===== config.mk =====
export PLATFORM = sky130hd
export DESIGN_NAME = ti_share_encoder
export DESIGN_NICKNAME = d
export VERILOG_FILES = /design/src/rtl/ti_pkg.sv /design/src/rtl/ti_lfsr32.sv /design/src/rtl/ti_share_encoder.sv
export SDC_FILE = /design/constraint.sdc
export NUM_CORES = 1
export LEC_CHECK = 0
export ABC_CLOCK_PERIOD_IN_PS = 3100
export CAP_MARGIN = 20
export CORE_MARGIN = 2
export CORE_UTILIZATION = 54
export DETAILED_ROUTE_END_ITERATION = 7
export GPL_ROUTABILITY_DRIVEN = 0
export PLACE_DENSITY = 0.85
export SKIP_CTS_REPAIR_TIMING = 1
export SLEW_MARGIN = 20
export SYNTH_ARGS = -nofsm -noshare
export SYNTH_HDL_FRONTEND = slang
export SYNTH_SLANG_ARGS = --single-unit

===== constraint.sdc =====
create_clock -name ClkxCI -period 3.1 [get_ports ClkxCI]
set_clock_uncertainty 0.05 [all_clocks]
set_input_delay 0.62 -clock ClkxCI [delete_from_list [all_inputs] [get_ports ClkxCI]]
set_output_delay 0.62 -clock ClkxCI [all_outputs]
set_load 0.005 [all_outputs]

===== src/rtl/ti_pkg.sv =====
// Shared constants, FSM state type and LFSR step helper for the TI share encoder.
package ti_pkg;

  localparam int unsigned LFSR_W = 32;

  // Feedback taps of the x^32 + x^22 + x^2 + x + 1 style Fibonacci LFSR.
  localparam int unsigned TAP_A = 31;
  localparam int unsigned TAP_B = 21;
  localparam int unsigned TAP_C = 1;
  localparam int unsigned TAP_D = 0;

  // An all-zero seed would lock the LFSR, so it is replaced by this value.
  localparam logic [LFSR_W-1:0] SEED_ZERO_SUB = 32'h0000_0001;

  typedef enum logic [1:0] {
    ST_UNSEEDED  = 2'd0,
    ST_RUN       = 2'd1,
    ST_EXHAUSTED = 2'd2
  } state_e;

  // One shift of the LFSR: new bit enters at the LSB.
  function automatic logic [LFSR_W-1:0] lfsr_step(input logic [LFSR_W-1:0] s);
    logic nb;
    nb = s[TAP_A] ^ s[TAP_B] ^ s[TAP_C] ^ s[TAP_D];
    return {s[LFSR_W-2:0], nb};
  endfunction

endpackage


===== src/rtl/ti_lfsr32.sv =====
// 32-bit randomness source: seed load, or STEPS unrolled shifts per advance.
module ti_lfsr32
  import ti_pkg::*;
#(
  parameter int unsigned STEPS = 24
) (
  input  logic              clk,
  input  logic              rst_n,
  input  logic              load,
  input  logic [LFSR_W-1:0] seed,
  input  logic              adv,
  output logic [LFSR_W-1:0] state
);

  logic [LFSR_W-1:0] state_q;
  logic [LFSR_W-1:0] adv_c;

  // Combinational unroll of STEPS single shifts.
  always_comb begin
    adv_c = state_q;
    for (int unsigned i = 0; i < STEPS; i++) begin
      adv_c = lfsr_step(adv_c);
    end
  end

  // State register; a seed load takes priority over an advance.
  always_ff @(posedge clk or negedge rst_n) begin
    if (!rst_n) begin
      state_q <= '0;
    end else if (load) begin
      state_q <= (seed == '0) ? SEED_ZERO_SUB : seed;
    end else if (adv) begin
      state_q <= adv_c;
    end
  end

  assign state = state_q;

endmodule


===== src/rtl/ti_share_encoder.sv =====
// Splits unshared words into four Boolean shares with LFSR masks and a reseed budget.
module ti_share_encoder
  import ti_pkg::*;
#(
  parameter int unsigned WIDTH      = 8,
  parameter int unsigned RESEED_CNT = 1024
) (
  input  logic             ClkxCI,
  input  logic             RstxBI,
  input  logic [31:0]      SeedxDI,
  input  logic             SeedValidxSI,
  output logic             ReseedReqxSO,
  input  logic [WIDTH-1:0] XxDI,
  input  logic             InValidxSI,
  output logic             InReadyxSO,
  output logic [WIDTH-1:0] QxDO0,
  output logic [WIDTH-1:0] QxDO1,
  output logic [WIDTH-1:0] QxDO2,
  output logic [WIDTH-1:0] QxDO3,
  output logic             OutValidxSO,
  input  logic             OutReadyxSI
);

  localparam int unsigned MASK_W = 3 * WIDTH;
  localparam int unsigned CNT_W  = $clog2(RESEED_CNT + 1);
  localparam logic [CNT_W-1:0] CNT_MAX = CNT_W'(RESEED_CNT);

  state_e            state_q;
  state_e            state_d;
  logic [CNT_W-1:0]  cnt_q;
  logic [LFSR_W-1:0] lfsr_s;
  logic              accept;
  logic [WIDTH-1:0]  r0;
  logic [WIDTH-1:0]  r1;
  logic [WIDTH-1:0]  r2;
  logic              unused_lfsr;

  ti_lfsr32 #(
    .STEPS(MASK_W)
  ) u_lfsr (
    .clk  (ClkxCI),
    .rst_n(RstxBI),
    .load (SeedValidxSI),
    .seed (SeedxDI),
    .adv  (accept),
    .state(lfsr_s)
  );

  // Masks are taken from the current LFSR state; upper bits are not needed.
  assign r0          = lfsr_s[WIDTH-1:0];
  assign r1          = lfsr_s[2*WIDTH-1:WIDTH];
  assign r2          = lfsr_s[MASK_W-1:2*WIDTH];
  assign unused_lfsr = ^lfsr_s[LFSR_W-1:MASK_W];

  assign InReadyxSO   = (state_q == ST_RUN) && (!OutValidxSO || OutReadyxSI);
  assign ReseedReqxSO = (state_q != ST_RUN);
  assign accept       = InValidxSI && InReadyxSO;

  // FSM state register.
  always_ff @(posedge ClkxCI or negedge RstxBI) begin
    if (!RstxBI) begin
      state_q <= ST_UNSEEDED;
    end else begin
      state_q <= state_d;
    end
  end

  // Next-state: a seed always (re)enters RUN; budget exhaustion leaves it.
  always_comb begin
    state_d = state_q;
    unique case (state_q)
      ST_UNSEEDED: begin
        if (SeedValidxSI) state_d = ST_RUN;
      end
      ST_RUN: begin
        if (!SeedValidxSI && accept && (cnt_q + CNT_W'(1) == CNT_MAX)) begin
          state_d = ST_EXHAUSTED;
        end
      end
      ST_EXHAUSTED: begin
        if (SeedValidxSI) state_d = ST_RUN;
      end
      default: state_d = ST_UNSEEDED;
    endcase
  end

  // Words accepted since the last seed; a seed in the same cycle wins.
  always_ff @(posedge ClkxCI or negedge RstxBI) begin
    if (!RstxBI) begin
      cnt_q <= '0;
    end else if (SeedValidxSI) begin
      cnt_q <= '0;
    end else if (accept) begin
      cnt_q <= cnt_q + CNT_W'(1);
    end
  end

  // Single-entry output register holding the shares.
  always_ff @(posedge ClkxCI or negedge RstxBI) begin
    if (!RstxBI) begin
      OutValidxSO <= 1'b0;
      QxDO0       <= '0;
      QxDO1       <= '0;
      QxDO2       <= '0;
      QxDO3       <= '0;
    end else if (accept) begin
      OutValidxSO <= 1'b1;
      QxDO0       <= r0;
      QxDO1       <= r1;
      QxDO2       <= r2;
      QxDO3       <= XxDI ^ r0 ^ r1 ^ r2;
    end else if (OutValidxSO && OutReadyxSI) begin
      OutValidxSO <= 1'b0;
    end
  end

endmodule


==> impl_metrics.yaml, run 1 <==
status:
  status: "completed"
place:
  hpwl_microns: 8795
  dpl_cell_area_sq_um: 5594
  pre_cts_ws_ns: 0.1000
  placedCellCount: 651
  portBuffers: 79
global_routing:
  grt.overflow.total: 0
  grt_pass1_wl_microns: 19280
  grt_max_degree: 79
  grt_pass1_vias: 3797
  use_met2_pct: 43.73
  grt_usage_pct: 25.64
  met1_usage_pct: 32.18
  grt.busiest_layer: "met2"
  antenna_found_initial: 0
  use_met3_pct: 5.941
logic_synthesis:
  syn_nets: 538
  yosys_most_used_dff: "dfrtp_1"
  async_flop_share_pct: 100.0
  netlist_area_sq_um: 4753
  avgSynthCellArea_sq_um: 9.681
  synth_seq_cells: 78
  synth_edf_count: 0
  yosys_warnings: 0
  yosys.cell_types.count: 43
  synth-seq-area-share_pct: 41.06
  synthCells: 491
sta:
  hold_viol_final: 0
  rsz0062_at_grt: "no"
  finalWorstSetupSlack_ns: 0.1181
  finalCritPeriodShare_pct: 96.19
  maxSlewHeadroom_pct: 34.84
  slew_violations: 0
  setup_viol: 0
  max_freq_ghz: 0.3354
  tns_ns: 0
  tightest_slew_ns: 0.9774
  period_needed_ns: 2.982
hold_path:
  hold_path.class: "in2async"
setup_path:
  r2r-start: "u_lfsr.state[21]$_DFFE_PN0P_"
  crit_fanout: 6
  arrival_ns: 3.22
  rr_worst_depth: 6
  cp.required_ns: 3.33
  setup.worst_path.start: "u_lfsr.state[21]$_DFFE_PN0P_"
  worstSetupPathType: "reg2reg"
  cp-end-kind: "register"
  start_kind: "register"
clock_tree:
  worstSkewPairLatency_ns: 0.36
  cts_tree: "done"
  path_clk_slew_ns: 0.08
  cts_root_buf: "clkbuf_8"
  htree_levels: 3
  cts.sinks: 78
  cts_buffers: 9
  clockBufferDepth: 2
cells_and_area:
  finalInstanceArea_sq_um: 5797
  final_nets: 601
  area_growth_syn_to_layout_pct: 21.95
  antenna_cells: 0
  layout-drive-gt1-share_pct: 7.156
  fin_cells: 667
floorplan:
  die_x_microns: 97.82
  placementRows: 34
  core_area_sq_um: 8636
  die-area_sq_um: 9569
  initial_core_util_pct: 55.04
  io_pins: 80
  die_y_microns: 97.82
detailed_routing:
  ant_nets: 0
  via_count: 3761
  routed_via_density: 5.639
  routed_wl_microns: 11860
  drtIter0Drc: 247
  dr.pass1.iters: 4
  avgRoutedWirePerCell_microns: 17.78
  drc: 0
flow_run:
  maxCapViolations: 0
-- sequential cells by signal, summed over array words and instances (netlist names) --
register,flops
QxDO1,8
u_lfsr.state,32
cnt_q,11
state_q,2
OutValidxSO,1
QxDO3,8
QxDO2,8
QxDO0,8
-- cell type report --
class	instances	area [sq um]
fillers	684	2839
well taps	108	135.1
inverters	4	15.01
multi-input cells	373	2641
flip-flops and latches	78	1953
clock inverters	3	42.54
clock buffers	13	158.9
repair buffers	88	850.8
-- cell usage after synthesis (3+ instances only) --
library cell	n	share of area (%)
o21ai_0	33	3.5
clkbuf_1	26	2.1
a21o_1	7	1.1
mux2i_1	13	2.7
xnor2_1	65	12
nor4_1	10	1.3
or3_1	5	0.66
nor3_1	5	0.53
dfrtp_1	78	41
o31ai_1	4	0.63
xor2_1	14	2.6
nor2_1	14	1.1
a2bb2oi_1	3	0.55
xnor3_1	14	6.6
nand3_1	7	0.74
xnor2_2	4	1.4
buf_2	4	0.42
nand2_1	117	9.2
a21oi_1	23	2.4
xor3_1	3	1.5
nand4_1	6	0.79
inv_1	4	0.32
and3_1	7	0.92
-- path summary, 6_finish.rpt --
kind                       slack [ns]                      endpoint
max reg2reg                      0.12   u_lfsr.state[2]$_DFFE_PN0P_
max in group asynchronous        1.96  u_lfsr.state[21]$_DFFE_PN0P_
min reg2reg                      0.43        state_q[0]$_DFFE_PN0P_
max                              0.12   u_lfsr.state[2]$_DFFE_PN0P_
min                              0.35          QxDO0[4]$_DFFE_PN0P_
min in group ClkxCI              0.43        state_q[0]$_DFFE_PN0P_
-- worst max-delay path: stages, from the launching register on --
cell and delay (ns):
dfrtp_2 0.48, xor2_2 0.32, xnor3_2 0.57, xnor3_1 0.46, xor3_1 0.46, or4b_1 0.48, nand3_1 0.10
-- layer usage --
layer  vias to the layer above  wire length [microns]
li1                       1756                      -
met1                      1837                   4898
met2                       138                   5915
met3                        30                    722
met4                         0                    323
met5                         -                      0
-- logic make-up (layout without fill, tap and decap cells) --
| logic type | after synthesis | count (layout) | share of synthesized area, % |
|---|---|---|---|
| buffers and inverters | 40 | 108 | 3.474 |
| XOR/XNOR | 105 | 105 | 26.56 |
| AND/OR/NAND/NOR | 178 | 178 | 16.43 |
| adder cells (fa/ha/maj) | 2 | 2 | 0.5264 |
| AO/OA/AOI/OAI | 73 | 73 | 8.739 |
| flip-flops | 78 | 78 | 41.06 |
| multiplexers | 15 | 15 | 3.211 |
-- per-stage QoR --
stage / hold slack, ns / util [%]
after floorplan: 0.2744 / -
after global placement: 0.4022 / 64.78
after detailed placement: 0.4124 / 64.78
after CTS: 0.4092 / 67.11
after global routing: 0.4362 / 67.13
final: 0.3487 / 67.13
-- placed cells by master, fill, tap and decap left out, types with 2 or more instances in the layout --
cell and instances:
xnor2_2 4, nor2_1 14, o31ai_1 4, nand4_1 6, a21o_1 7, clkdlybuf4s50_1 77
a2bb2oi_1 3, or3_1 5, xor2_1 14, dfrtp_1 77, nor4_1 10, mux2_2 2
ha_1 2, nor3_1 5, and3_1 7, nand2_1 117, o21ai_0 33, clkbuf_8 11
mux2i_1 13, xnor3_1 14, xnor2_1 65, buf_4 10, inv_1 4, clkbuf_1 2
a21oi_1 23, nand3_1 6, xor3_1 3
Power of run 1 is left out: the tool's default activity adds up to more than one toggle a clock period on the data nets, which glitch-free logic cannot reach.
==> inputs of run 2 (changes only) <==
Settings changed: CTS_BUF_LIST set to sky130_fd_sc_hd__clkbuf_16.
==> impl_metrics.yaml, run 2 (synthesized netlist as in run 1, its figures left out) <==
status:
  status: "completed"
cells_and_area:
  final_cell_mix: "nand2_1 (117), dfrtp_1 (77), clkdlybuf4s50_1 (77), xnor2_1 (65), o21ai_0 (33)"
  area_growth_syn_to_layout_pct: 23.90
  final_nets: 601
  fin_cells: 667
  fillCellCount: 656
  antenna_cells: 0
  layout-drive-gt1-share_pct: 6.798
  final_common_cell: "nand2_1"
  largest_reg_flops: 32
floorplan:
  io_pins: 80
  core_area_sq_um: 8636
  die_x_microns: 97.82
  initial_core_util_pct: 55.04
  placementRows: 34
  die_y_microns: 97.82
  die-area_sq_um: 9569
place:
  placedCellCount: 651
  hpwl_microns: 8795
  pre_cts_ws_ns: 0.1000
  portBuffers: 79
global_routing:
  grt.overflow.total: 0
  use_met3_pct: 5.870
  grt_pass1_wl_microns: 19540
  use_met2_pct: 44.73
  met1_usage_pct: 32.08
  grt_max_degree: 79
  grt_usage_pct: 25.98
  antenna_found_initial: 0
  grt.busiest_layer: "met2"
  grt_pass1_vias: 3842
setup_path:
  r2r-end: "u_lfsr.state[2]$_DFFE_PN0P_"
  arrival_ns: 3.16
  start_kind: "register"
  crit_fanout: 6
  path_cells: "xnor2_2 -> xnor3_2 -> xnor3_1 -> xor3_1 -> or4b_1 -> nand3_1"
  rr_worst_depth: 6
  cp-end-kind: "register"
  cp.required_ns: 3.31
  worstSetupPathType: "reg2reg"
  r2r-start: "u_lfsr.state[1]$_DFFE_PN0P_"
  slowest_delay_ns: 0.48
  reg2reg_setup_slack_ns: 0.16
  slowest_stage: "dfrtp_1"
sta:
  setup_viol: 0
  hold_viol_final: 0
  rsz0062_at_grt: "no"
  finalWorstSetupSlack_ns: 0.1598
  maxSlewHeadroom_pct: 33.49
  tightest_slew_ns: 0.9976
  tns_ns: 0
  period_needed_ns: 2.940
  finalCritPeriodShare_pct: 94.85
  slew_violations: 0
  max_freq_ghz: 0.3401
clock_tree:
  cts.sinks: 78
  htree_levels: 3
  cts_root_buf: "clkbuf_16"
  worstSkewPairLatency_ns: 0.33
  path_clk_slew_ns: 0.06
  cts_buffers: 9
  clockBufferDepth: 2
  cts_tree: "done"
detailed_routing:
  via_count: 3812
  routed_wl_microns: 12010
  routed_via_density: 5.715
  drtIter0Drc: 202
  avgRoutedWirePerCell_microns: 18.00
  drc: 0
  dr.pass1.iters: 4
  ant_nets: 0
hold_path:
  hold_path.class: "in2async"
flow_run:
  maxCapViolations: 0
==> run 2: cell types whose count changed in the layout (fill, tap and decap cells not counted) <==
cell,delta
clkbuf_1,-2
clkbuf_16,+9
clkbuf_8,-11
clkinv_1,+2
inv_1,+2
xor2_2,-1
xor2_4,+1
==> run 2: metrics by stage <==
step	instance area, sq um	util, %	hold WS [ns]
6_report	5889	68.20	0.3755
5_1_grt	5889	68.20	0.4566
4_1_cts	5877	68.05	0.4226
3_5_place_dp	5594	64.78	0.4124
3_3_place_gp	5594	64.78	0.4022
2_1_floorplan	4753	-	0.2744
==> run 2: worst max-delay path: cells and delay by family, from the launching register on <==
kind	cells	cell delay (ns)
xor gates and xnor gates	4	1.76
DFF	1	0.48
and+or+nand+nor	2	0.57
==> run 2: layout make-up <==
class                      count  area, sq um  share of cell area (%)
clock buffer                   9        225.2                   3.824
clock inverter                 7        57.56                  0.9773
inverter                       4        15.01                  0.2549
multi-input combinational    373         2653                   45.04
sequential                    78         1953                   33.16
tap                          108        135.1                   2.294
timing repair buffer          88        850.8                   14.45
==> run 2: layer usage <==
layer	up-vias	part of all wire [%]
met5	-	0
met4	0	3.0
met3	30	6.0
met2	156	50
met1	1866	41
li1	1760	-
==> run 2: worst max-delay path by stage <==
stage | from | end | slack [ns] | cells after the start
after floorplan | u_lfsr.state[21]$_DFFE_PN0P_ | u_lfsr.state[2]$_DFFE_PN0P_ | 0.34 | 7
after global placement | u_lfsr.state[21]$_DFFE_PN0P_ | u_lfsr.state[2]$_DFFE_PN0P_ | 0.23 | 6
after detailed placement | u_lfsr.state[21]$_DFFE_PN0P_ | u_lfsr.state[2]$_DFFE_PN0P_ | 0.10 | 6
after CTS | u_lfsr.state[21]$_DFFE_PN0P_ | u_lfsr.state[2]$_DFFE_PN0P_ | 0.07 | 6
after global routing | u_lfsr.state[1]$_DFFE_PN0P_ | u_lfsr.state[2]$_DFFE_PN0P_ | 0.03 | 6
final | u_lfsr.state[1]$_DFFE_PN0P_ | u_lfsr.state[2]$_DFFE_PN0P_ | 0.16 | 6
Power of run 2 is left out for the same reason.
